==> config.mk <==
export PLATFORM = sky130hd
export DESIGN_NAME = link_frame_sequencer
export DESIGN_NICKNAME = d
export VERILOG_FILES = /design/src/rtl/link_pkg.sv /design/src/rtl/valid_delay_line.sv /design/src/rtl/link_frame_sequencer.sv
export SDC_FILE = /design/constraint.sdc
export NUM_CORES = 1
export LEC_CHECK = 0
export CORE_UTILIZATION = 51
export DETAILED_ROUTE_END_ITERATION = 16
export PLACE_DENSITY_LB_ADDON = 0.12
export REMOVE_ABC_BUFFERS = 1
export SYNTH_ARGS = -nofsm -noshare
export SYNTH_HDL_FRONTEND = slang
export SYNTH_SLANG_ARGS = --single-unit
export TNS_END_PERCENT = 50
==> constraint.sdc <==
create_clock -name clk -period 4.2 [get_ports clk]
set_input_delay 0.84 -clock clk [delete_from_list [all_inputs] [get_ports clk]]
set_output_delay 0.84 -clock clk [all_outputs]
set_load 0.02 [all_outputs]
==> src/rtl/link_pkg.sv <==
// Shared types and defaults for the link frame sequencer and related link blocks.
package link_pkg;

    typedef enum logic [1:0] {
        IDLE  = 2'd0,
        SEND  = 2'd1,
        DRAIN = 2'd2,
        DONE  = 2'd3
    } state_t;

    localparam int DEF_FRAME_W = 28;
    localparam int DEF_SYM_W   = 2;
    localparam int DEF_LAT     = 3;

    function automatic int ceil_div(input int a, input int b);
        return (a + b - 1) / b;
    endfunction

endpackage

==> src/rtl/valid_delay_line.sv <==
// DEPTH-stage registered pipeline for a single valid bit; cleared by async reset.
module valid_delay_line #(
    parameter int DEPTH = 1
) (
    input  logic clk,
    input  logic rst,
    input  logic d,
    output logic q
);

    logic [DEPTH-1:0] r_pipe;

    always_ff @(posedge clk or posedge rst) begin
        if (rst) begin
            r_pipe <= '0;
        end else begin
            r_pipe[0] <= d;
            for (int i = 1; i < DEPTH; i++) begin
                r_pipe[i] <= r_pipe[i-1];
            end
        end
    end

    assign q = r_pipe[DEPTH-1];

endmodule

==> src/rtl/link_frame_sequencer.sv <==
// Serialises a frame into SYM_W-bit symbols (LSB first) and reassembles the
// symbols returned LAT cycles later into a received frame.
module link_frame_sequencer
    import link_pkg::*;
#(
    parameter int FRAME_W = DEF_FRAME_W,
    parameter int SYM_W   = DEF_SYM_W,
    parameter int LAT     = DEF_LAT
) (
    input  logic               clk,
    input  logic               rst,
    input  logic               start_i,
    input  logic [FRAME_W-1:0] frame_i,
    input  logic [FRAME_W-1:0] err_mask_i,
    output logic               busy_o,
    output logic [SYM_W-1:0]   sym_o,
    output logic               sym_valid_o,
    input  logic [SYM_W-1:0]   sym_i,
    output logic [FRAME_W-1:0] frame_o,
    output logic               frame_valid_o,
    output logic               done_o
);

    localparam int NUM_SYM = ceil_div(FRAME_W, SYM_W);
    localparam int BUF_W   = NUM_SYM * SYM_W;
    localparam int CNT_W   = $clog2(NUM_SYM + 1);
    localparam logic [CNT_W-1:0] LAST_TX = CNT_W'(NUM_SYM - 1);
    localparam logic [CNT_W-1:0] ALL_RX  = CNT_W'(NUM_SYM);

    state_t             r_state;
    state_t             w_state_nxt;
    logic               w_accept;
    logic               w_finish;
    logic               w_sym_valid_nxt;
    logic               w_rx_valid;

    logic [BUF_W-1:0]   r_tx_buf;
    logic [BUF_W-1:0]   r_rx_buf;
    logic [CNT_W-1:0]   r_tx_cnt;
    logic [CNT_W-1:0]   r_rx_cnt;
    logic [SYM_W-1:0]   r_sym;
    logic               r_sym_valid;
    logic [FRAME_W-1:0] r_frame;
    logic               r_frame_valid;
    logic               r_done;

    always_ff @(posedge clk or posedge rst) begin
        if (rst) begin
            r_state <= IDLE;
        end else begin
            r_state <= w_state_nxt;
        end
    end

    always_comb begin
        w_state_nxt = r_state;
        w_accept    = 1'b0;
        w_finish    = 1'b0;
        case (r_state)
            IDLE: begin
                if (start_i) begin
                    w_accept    = 1'b1;
                    w_state_nxt = SEND;
                end
            end
            SEND: begin
                if (r_tx_cnt == LAST_TX) begin
                    w_state_nxt = DRAIN;
                end
            end
            DRAIN: begin
                if (r_rx_cnt == ALL_RX) begin
                    w_finish    = 1'b1;
                    w_state_nxt = DONE;
                end
            end
            DONE: begin
                w_state_nxt = IDLE;
            end
            default: begin
                w_state_nxt = IDLE;
            end
        endcase
    end

    assign w_sym_valid_nxt = (r_state == SEND);

    // Fed with the value being loaded into sym_valid_o, so stage 0 mirrors
    // sym_valid_o and a symbol launched at edge n is captured at edge n+LAT.
    valid_delay_line #(
        .DEPTH (LAT)
    ) u_valid_delay (
        .clk (clk),
        .rst (rst),
        .d   (w_sym_valid_nxt),
        .q   (w_rx_valid)
    );

    always_ff @(posedge clk or posedge rst) begin
        if (rst) begin
            r_tx_buf      <= '0;
            r_rx_buf      <= '0;
            r_tx_cnt      <= '0;
            r_rx_cnt      <= '0;
            r_sym         <= '0;
            r_sym_valid   <= 1'b0;
            r_frame       <= '0;
            r_frame_valid <= 1'b0;
            r_done        <= 1'b0;
        end else begin
            r_sym_valid <= w_sym_valid_nxt;
            r_done      <= w_finish;
            if (r_state == SEND) begin
                r_sym    <= r_tx_buf[SYM_W-1:0];
                r_tx_buf <= r_tx_buf >> SYM_W;
                r_tx_cnt <= r_tx_cnt + 1'b1;
            end
            // Symbols enter at the top; after NUM_SYM shifts symbol 0 sits at bit 0.
            if (w_rx_valid) begin
                r_rx_buf <= (r_rx_buf >> SYM_W) | (BUF_W'(sym_i) << (BUF_W - SYM_W));
                r_rx_cnt <= r_rx_cnt + 1'b1;
            end
            if (w_accept) begin
                r_tx_buf      <= BUF_W'(frame_i ^ err_mask_i);
                r_tx_cnt      <= '0;
                r_rx_cnt      <= '0;
                r_frame_valid <= 1'b0;
            end
            if (w_finish) begin
                r_frame       <= r_rx_buf[FRAME_W-1:0];
                r_frame_valid <= 1'b1;
            end
        end
    end

    assign busy_o        = (r_state != IDLE);
    assign sym_o         = r_sym;
    assign sym_valid_o   = r_sym_valid;
    assign frame_o       = r_frame;
    assign frame_valid_o = r_frame_valid;
    assign done_o        = r_done;

endmodule

; ---- After elaboration in Yosys (flattened, before gate mapping)
; Index checks and enable logic that the tools add are counted.
[word_totals]
inputBits = 61
word_cells = 45
regBits = 102
out_inout_bits = 34
[classes]
n_addsub = 2
n_bitwise = 2
n_reduce_logical = 6
eq_ne = 8
mux = 16
[ops]
columns = op, n
row1 = $mux 28, 2
row2 = $or 26x28->28, 1
row3 = $xor 28x28->28, 1
row4 = $mux 4, 4
row5 = $add 4x1->4 const B, 2
row6 = $eq 4x4->1 const B, 2
row7 = $pmux 2 s4, 1
row8 = $reduce_bool 2->1, 4
row9 = $mux 1, 6
row10 = $mux 2, 3
row11 = $ne 2x2->1 const B, 3
row12 = $eq 2x2->1 const B, 2
row13 = $reduce_and 3->1, 1
row14 = $eq 2x1->1 const B, 1
row15 = $logic_not 2->1, 1

; ---- Depth between registers and ports, before layout
[logic_depth]
ltp_word = 4
mapped_depth = 7
mapped_depth_nobuf = 5

; ---- Cells and area by module
; Synthesis repeated with hierarchy kept, for this count alone.
[hier_totals]
cells_unflattened = 395
area_unflattened_um2 = 4451.8
[modules_own_cells]
columns = mod, instances, seq_area_each_um2, cells_each, area_each_um2
row1 = link_frame_sequencer, 1, 2477.4, 391, 4372.9
row2 = valid_delay_line, 1, 75.1, 4, 78.8

; ---- Least setup slack after synthesis
; No wires, ideal clock.
[synth_timing]
kind = register to output
from = register r_state[0]
to = output port busy_o
t_arrival_ns = 0.777
slack_ns = 2.583
required_ns = 3.360
path_stages_with_launch = 4
path_buffers = 0
cell_sequence = dfrtp_1 inv_1 ha_1 inv_1
[synth_via]
elab_chain_len = 1
[synth_rtl]
columns = element, line
row1 = "start, declared", link_frame_sequencer.sv:30  ; state_t r_state;
row2 = "start signal, assigned", link_frame_sequencer.sv:51  ; r_state <= w_state_nxt;
row3 = $reduce_bool 2->1, link_frame_sequencer.sv:136  ; assign busy_o = (r_state != IDLE);
row4 = "end, declared", link_frame_sequencer.sv:15  ; output logic busy_o,
; Every way passes these cells.

; ---- Final worst setup path
; Same ends and word-level chain as after synthesis.

==> impl_metrics.toml <==
[routing]
met2_length_microns = 3380
via_per_inst = 4.94
highest_layer = "met4"
drt_iter0_drc = 69
route.detailed.drc = 0
route.met3.wl_microns = 321
drt_first_pass_iters = 3
dr_total_vias = 2639
wl_per_cell_microns = 13.2
route.layer.met1.wl_microns = 3190
wirelength_microns = 7030
final_antenna_net_count = 0

[synth]
synth_area_sq_um = 4500
synth.avg_cell_area_sq_um = 13.4
synth-async-reset-ratio = 1.00
ys_ff_latch = 101
synthCells = 335
seq_area_frac_synth = 0.562
synth-main-ff-cell = "dfrtp_1"
yosysWarningCount = 0
synth_edf_count = 0
synth_cell_type_count = 28

[power]
powerDensity_nw_per_um2 = 638
power_leakage_nw = 2.54
finalPower_w = 0.00363
ir_worst_vdd_mv = 0.216

[timing]
maxSlewHeadroom = 0.273
slew_violations = 0
final.min_clock_period_ns = 2.58
max_freq_mhz = 387
setup_viol = 0
period_share = 0.615
skew_ns = 0.0115
tightestPinTransition_ns = 1.09
final-hold-violation-count = 0
whs_ns = 0.354
rsz0062_at_grt = "no"
tns_ns = 0

[clock_tree]
cts_sinks = 101
holdBufCountCts = 0
cts_buffers = 9
root_buffer = "clkbuf_8"
cts.htree.levels = 3
post_cts_buffers = 0
clockBufferDepth = 2
post_cts_resized = 0
clk_pin_slew_ns = 0.09
tritoncts = "done"
clk_latency_ns = 0.36

[floorplanning]
start_util = 0.537
fp.dieH_microns = 95.9
core-area_sq_um = 8380
ios = 95
dieArea_sq_um = 9200
die_x_microns = 95.9
rows = 33

[placed_design]
portBuffers = 94
dp_cells = 519
place_area_sq_um = 5480
place_congestion = 0.679
dp_hpwl_microns = 4690

[worst_setup_path]
crit_chain = "inv_1 > ha_1 > inv_1 > clkdlybuf4s50_1"
worstSetupPathType = "reg -> out"
worst_setup_path_start_kind = "register"
cp.arrival_ns = 1.74
max_stage_delay_ns = 0.59
path_max_fanout = 4
crit_required_ns = 3.36
slowest_stage = "clkdlybuf4s50_1"
end_kind = "primary output"
cpMostUsedCell = "inv_1"

[final_layout]
diodes = 0
drive_gt1_frac = 0.191
final_nets = 494
fillers = 624
syn2layout_area_growth_pct = 26.6
final_area_sq_um = 5700
fin_cells = 534

[global_route]
antenna_found_initial = 0
grt_max_degree = 92
grt_overflow = 0
grt_usage = 0.176
grt_pass1_vias = 2633
grt_pass1_wl_microns = 12200

[min_path]
worstHoldPathType = "reg -> reg"

[run_status]
outcome = "completed"

[job]
max_cap_violations = 0
state kept, by name (all words and copies together) (netlist names), 2 cells and up:
| signal | flops |
|---|---|
| r_rx_buf | 28 |
| r_tx_cnt | 4 |
| u_valid_delay.r_pipe | 3 |
| r_state | 2 |
| r_tx_buf | 28 |
| sym_o | 2 |
| r_rx_cnt | 4 |
| frame_o | 28 |
critical path: cells and delay by family, from the launching register on:
family | cells | cell delay [ns]
adder cells (fa/ha/maj) | 1 | 0.23
flip-flops | 1 | 0.40
buffers and inverters | 3 | 0.74
report_power, final:
part | switching (W) | internal (W)
Combinational | 0.000587 | 0.000752
Clock | 0.000321 | 0.000332
Sequential | 0.000260 | 0.00138
placed cells by master, fill, tap and decap left out, drive strengths merged:
cell type / instances
and2: 1
nand4: 3
nor2: 9
o21ai: 28
nor2b: 1
bufinv: 2
buf: 3
clkdlybuf4s50: 94
inv: 7
a211oi: 2
clkbuf: 9
ha: 8
xnor2: 4
a21oi: 1
a2bb2oi: 1
a221oi: 1
mux2: 59
xor2: 30
nand3b: 2
nand3: 2
clkinvlp: 2
nand2: 31
dfrtp: 101
mux2i: 26
clkinv: 2
cell usage after synthesis (4+ instances only):
master   number  area (sq um)
dfrtp_1     101          2530
o21ai_1      23           115
inv_1         7          26.3
nand2_1      31           116
mux2_4       28           420
ha_1          8           100
buf_2        11          55.1
mux2i_1      26           260
nor2_1        9          33.8
o21ai_0       5          25.0
xnor2_1       4          35.0
xor2_1       30           263
mux2_2       30           338
through the flow:
step | utilization | setup WS, ns
after detailed placement | 0.654 | 1.62
after global placement | 0.654 | 1.71
after global routing | 0.680 | 1.50
after floorplan | - | 0.713
final | 0.680 | 1.62
after CTS | 0.680 | 1.58
path summary, 6_finish.rpt:
kind | from | end | slack [ns] | depth (start not counted)
setup / recovery | r_state[0]$_DFFE_PP0P_ | busy_o | 1.62 | 4
hold / removal | u_valid_delay.r_pipe[1]$_DFF_PP0_ | u_valid_delay.r_pipe[2]$_DFF_PP0_ | 0.35 | 0
setup reg to reg | r_state[1]$_DFFE_PP0P_ | r_tx_cnt[3]$_DFFE_PP0P_ | 2.22 | 5
hold reg to reg | u_valid_delay.r_pipe[1]$_DFF_PP0_ | u_valid_delay.r_pipe[2]$_DFF_PP0_ | 0.35 | 0
max in group asynchronous | rst | r_rx_buf[2]$_DFFE_PP0P_ | 2.31 | 3
min in group asynchronous | rst | frame_o[26]$_DFFE_PP0P_ | 1.08 | 2
final cells by class:
class / count / area [sq um] / area share
clock inverter: 6 / 88.8 / 0.0156
timing repair buffer: 97 / 963 / 0.169
multi-input combinational: 209 / 1830 / 0.322
tap: 105 / 131 / 0.0231
clock buffer: 9 / 124 / 0.0217
inverter: 7 / 28.8 / 0.00505
sequential: 101 / 2530 / 0.444
routing by layer:
metal  vias to the layer above  GRT usage
li1                       1309          -
met1                      1249      0.223
met2                        72      0.282
met3                         9     0.0450
met4                         0     0.0821
met5                         -          0
logic make-up (layout without fill, tap and decap cells):
logic type / count (synthesis) / after routing / share of synthesized area
flip-flops: 101 / 101 / 0.562
multiplexers: 85 / 85 / 0.229
AND/OR/NAND/NOR: 49 / 49 / 0.0484
XOR/XNOR: 34 / 34 / 0.0662
AO/OA/AOI/OAI: 33 / 33 / 0.0409
buffers and inverters: 25 / 119 / 0.0314
adder cells (fa/ha/maj): 8 / 8 / 0.0223
Power figures use the tool's default switching activity.
